--- config.mk ---
export PLATFORM = sky130hd
export DESIGN_NAME = sequence_detector_moore_flat
export DESIGN_NICKNAME = d
export VERILOG_FILES = /design/src/rtl/sequence_detector_moore_pkg.sv /design/src/rtl/sequence_detector_moore_if.sv /design/src/rtl/sequence_detector_moore.sv /design/src/flat_wrapper.sv
export SDC_FILE = /design/constraint.sdc
export NUM_CORES = 1
export LEC_CHECK = 0
export CORE_AREA = 2 2 39 41
export DETAILED_ROUTE_END_ITERATION = 6
export DIE_AREA = 0 0 41 43
export GPL_TIMING_DRIVEN = 1
export RECOVER_POWER = 100
export SYNTH_ARGS = -nofsm -noshare
export SYNTH_HDL_FRONTEND = slang
export SYNTH_SLANG_ARGS = --single-unit
--- constraint.sdc ---
create_clock -name clock -period 1.07 [get_ports clock]
set_input_delay 0.214 -clock clock [delete_from_list [all_inputs] [get_ports clock]]
set_output_delay 0.214 -clock clock [all_outputs]
set_load 0.02 [all_outputs]
--- src/rtl/sequence_detector_moore_pkg.sv ---
`timescale 1ns/1ps
`default_nettype none
// ============================================================================
// Module   : sequence_detector_moore_pkg
// Purpose  : State encoding and pattern constant for the 1011 Moore detector.
// Revision : 1.0
// ============================================================================
package sequence_detector_moore_pkg;

  // Each state names the longest useful suffix of the bits seen so far.
  typedef enum logic [2:0] {
    IDLE  = 3'd0,
    S1    = 3'd1,
    S10   = 3'd2,
    S101  = 3'd3,
    MATCH = 3'd4
  } state_t;

  // Oldest bit in the MSB: the first bit received is 1.
  localparam logic [3:0] c_pattern = 4'b1011;

endpackage : sequence_detector_moore_pkg
`default_nettype wire

--- src/rtl/sequence_detector_moore_if.sv ---
`timescale 1ns/1ps
`default_nettype none
// ============================================================================
// Module   : sequence_detector_moore_if
// Purpose  : Serial input and detection flag between a stream source and the detector.
// Revision : 1.0
// ============================================================================
interface sequence_detector_moore_if;

  logic sequence_in;
  logic detector_out;

  modport master (
    output sequence_in,
    input  detector_out
  );

  modport slave (
    input  sequence_in,
    output detector_out
  );

endinterface : sequence_detector_moore_if
`default_nettype wire

--- src/rtl/sequence_detector_moore.sv ---
`timescale 1ns/1ps
`default_nettype none
// ============================================================================
// Module   : sequence_detector_moore
// Purpose  : Moore FSM flagging each (overlapping) 1-0-1-1 in a serial stream.
// Revision : 1.0
// ============================================================================
module sequence_detector_moore
  import sequence_detector_moore_pkg::*;
(
  input  wire                          clock,
  input  wire                          reset,
  sequence_detector_moore_if.slave     bus
);

  state_t r_state;
  state_t w_next_state;

  always_ff @(posedge clock or posedge reset) begin
    if (reset) begin
      r_state <= IDLE;
    end else begin
      r_state <= w_next_state;
    end
  end

  // Fall-back transitions reuse the longest suffix that is still a prefix of 1011.
  always_comb begin
    w_next_state = IDLE;
    case (r_state)
      IDLE:    w_next_state = bus.sequence_in ? S1    : IDLE;
      S1:      w_next_state = bus.sequence_in ? S1    : S10;
      S10:     w_next_state = bus.sequence_in ? S101  : IDLE;
      S101:    w_next_state = bus.sequence_in ? MATCH : S10;
      MATCH:   w_next_state = bus.sequence_in ? S1    : S10;
      default: w_next_state = IDLE;
    endcase
  end

  assign bus.detector_out = (r_state == MATCH);

endmodule : sequence_detector_moore
`default_nettype wire

--- src/flat_wrapper.sv ---
// flat-port wrapper written by rule: the top's interface ports become plain ports
module sequence_detector_moore_flat import sequence_detector_moore_pkg::*;
  (clock, reset, bus_sequence_in, bus_detector_out);
  sequence_detector_moore_if bus_i ();
  input  wire clock;
  input  wire reset;
  input wire logic [$bits(bus_i.sequence_in)-1:0] bus_sequence_in;
  output wire logic [$bits(bus_i.detector_out)-1:0] bus_detector_out;
  assign bus_i.sequence_in = bus_sequence_in;
  assign bus_detector_out = bus_i.detector_out;
  sequence_detector_moore u_core (.clock(clock), .reset(reset), .bus(bus_i));
endmodule
==> impl_metrics.yaml <==
pwr:
  ir_worst_vdd_uv: 413
  p_int_mw: 0.295
  p_comb_frac: 0.141
  power.switching_mw: 0.0828
  p_per_area_nw_per_um2: 1570
  p_leak_nw: 0.117
  switching_share: 0.219
  power.share.clock: 0.516
  p_seq_frac: 0.344
place:
  io_buffers: 3
  gp_congestion: 0.667
  dpl_worst_slack_ps: -350
  hpwlAfterDp_um: 217
sta:
  fin_crit_sh: 1.11
  hold_viol_final: 0
  relSlewSlack: 0.832
  drv_slew: 0
  period_minus_slack_ps: 1190
  setup_viol: 2
  skew_ps: 0.303
  max_freq_mhz: 840
  worst_slack_ps: -120
  rsz0062_at_grt: "yes"
  worst_slew_pin_slew_ps: 248
clocking:
  htreeDepth: 1
  clk_pin_slew_ps: 40
  cts_setup_buffers: 0
  cts-buffers-inserted: 3
  clk_latency_ps: 230
  cts_root_buf: "clkbuf_4"
  clockBufferDepth: 2
  cts_tree: "yes"
  cts.sinks: 3
drt:
  drt_pre_antenna_iters: 1
  drt_wl_total_um: 286
  antenna_left: 0
  dr_total_vias: 125
  wl_per_cell_um: 7.33
  drc_errors: 0
  vias_per_cell: 3.21
  drtIter0Drc: 0
setup_path:
  crit_type: "reg2out"
  cp_cell_sequence: "nor3b_2 -> buf_4"
  arrival_ps: 980
  startpoint_type: "flop"
  slowest_stage: "dfrtp_1"
  endpoint_kind: "output pin"
  cp_max_fo: 2
  required_ps: 860
  slowest_delay_ps: 370
floorplanning:
  io_pins: 4
  die_w_um: 41
  chipHeight_um: 43
  die-area_sq_um: 1760
  start_util: 0.104
  num_rows: 14
  coreArea_sq_um: 1380
worst_hold_path:
  hold_path_class: "in2async"
finish:
  drive_above_1_share: 0.348
  postLayoutCoreUtil: 0.174
  largest_reg_flops: 3
  nets: 27
  regMostFlops: "u_core.r_state"
  antenna-diode-count: 0
  reg.largest.list: "u_core.r_state x3"
  areaGrowthSynthToFinish_pct: 67.0
global_route:
  grt_max_degree: 5
  grt_pass1_wl_um: 372
  gr-total-overflow: 0
  antenna_found_initial: 0
  track_usage: 0.0393
  grt_pass1_vias: 108
logic_synthesis:
  synth_xor_area_frac: 0
  synthSimpleGateAreaFrac: 0.296
  synth.avg_cell_area_sq_um: 11.1
  synth_top_family_by_area: "simple AND/OR/NAND/NOR gates"
  ys_types: 10
  yosys.area_share.adder: 0.0696
  synthMuxAreaShare: 0
  yosysWarnings: 0
  netlist_instances: 13
  synthesis.nets: 16
  syn_area_sq_um: 144
  synth_compound_area_frac: 0.0609
  ys_ff_latch: 3
  yosysSeqAreaShare: 0.522
job:
  max_cap_violations: 0
outcome:
  violations: "negative setup slack"
  status: "complete, but fails checks"
## power groups by stage
stage          combinational, mW  sequential, mW  clock [mW]
2_1_floorplan             0.0218           0.135           0
5_1_grt                   0.0575           0.130       0.221
4_1_cts                   0.0556           0.130       0.210
3_5_place_dp              0.0556           0.131           0
3_3_place_gp              0.0554           0.131           0
6_report                  0.0531           0.130       0.195
## cells in the final DEF, fill, tap and decap left out, drive strengths merged
| master | count |
|---|---|
| buf | 4 |
| clkbuf | 4 |
| dfrtp | 3 |
| inv | 2 |
| dlygate4sd3 | 2 |
| nor3b | 2 |
| maj3 | 1 |
| nor2 | 1 |
| nand2 | 1 |
| nor3 | 1 |
| nor4bb | 1 |
| a211o | 1 |
## logic make-up (layout without fill, tap and decap cells)
group	Yosys count	after routing
DFF	3	3
adders and majority gates	1	1
AOI/OAI and AO/OA	1	1
buffers and inverters	2	12
and+or+nand+nor	6	6
## worst max-delay path, delay by kind of cell (launching register included)
family,cells,cell delay [ps]
buffers and inverters,1,170
DFF,1,370
and+or+nand+nor,1,200
## synth_stat cells
| cell type | n | area share |
|---|---|---|
| a211o_1 | 1 | 0.061 |
| nand2_1 | 1 | 0.026 |
| maj3_1 | 1 | 0.070 |
| nor3_1 | 1 | 0.035 |
| nor4bb_1 | 1 | 0.070 |
| nor2_1 | 1 | 0.026 |
| nor3b_2 | 1 | 0.087 |
| nor3b_1 | 1 | 0.052 |
| inv_1 | 2 | 0.052 |
| dfrtp_1 | 3 | 0.52 |
## metal layers
metal | GRT usage | vias to the layer above | routed length, um
met5 | 0 | - | 0
met4 | 0.0800 | 0 | 0
met3 | 0.0157 | 0 | 16
met2 | 0.0375 | 3 | 146
met1 | 0.0390 | 58 | 122
li1 | - | 64 | -
## cell type report
cell class,instances,area (sq um)
inverters,2,7.51
flip-flops and latches,3,75.1
clock buffers,4,26.3
well taps,16,20.0
fillers,159,1140
multi-input cells,8,61.3
repair buffers,6,50.0
## final timing paths
path | depth (start not counted) | slack (ps) | end | start
hold reg to reg | 2 | 550 | u_core.r_state[2] | u_core.r_state[2]
max in group asynchronous | 2 | 660 | u_core.r_state[0] | reset
min in group clock | 2 | 550 | u_core.r_state[2] | u_core.r_state[2]
setup reg to reg | 3 | 20 | u_core.r_state[0] | u_core.r_state[1]
hold / removal | 2 | 290 | u_core.r_state[2] | reset
setup / recovery | 2 | -120 | bus_detector_out | u_core.r_state[1]
## through the flow
stage	total power, mW	area, sq um	hold WS (ps)	TNS (ps)	instances
3_5_place_dp	0.187	216	392	-497	35
6_report	0.378	240	285	-128	39
4_1_cts	0.395	240	141	-141	39
2_1_floorplan	0.157	144	-32.4	0	13
3_3_place_gp	0.186	216	391	-456	35
5_1_grt	0.409	240	295	-190	39
## timing repair
| action | CTS | global route |
|---|---|---|
| pin swaps | 1 | 0 |
| resized for setup | 5 | 0 |
| hold endpoints to repair | 0 | 0 |
| endpoints found under the setup margin | 1 | 2 |
| hold buffers | 0 | 0 |
Power figures use the tool's default switching activity.
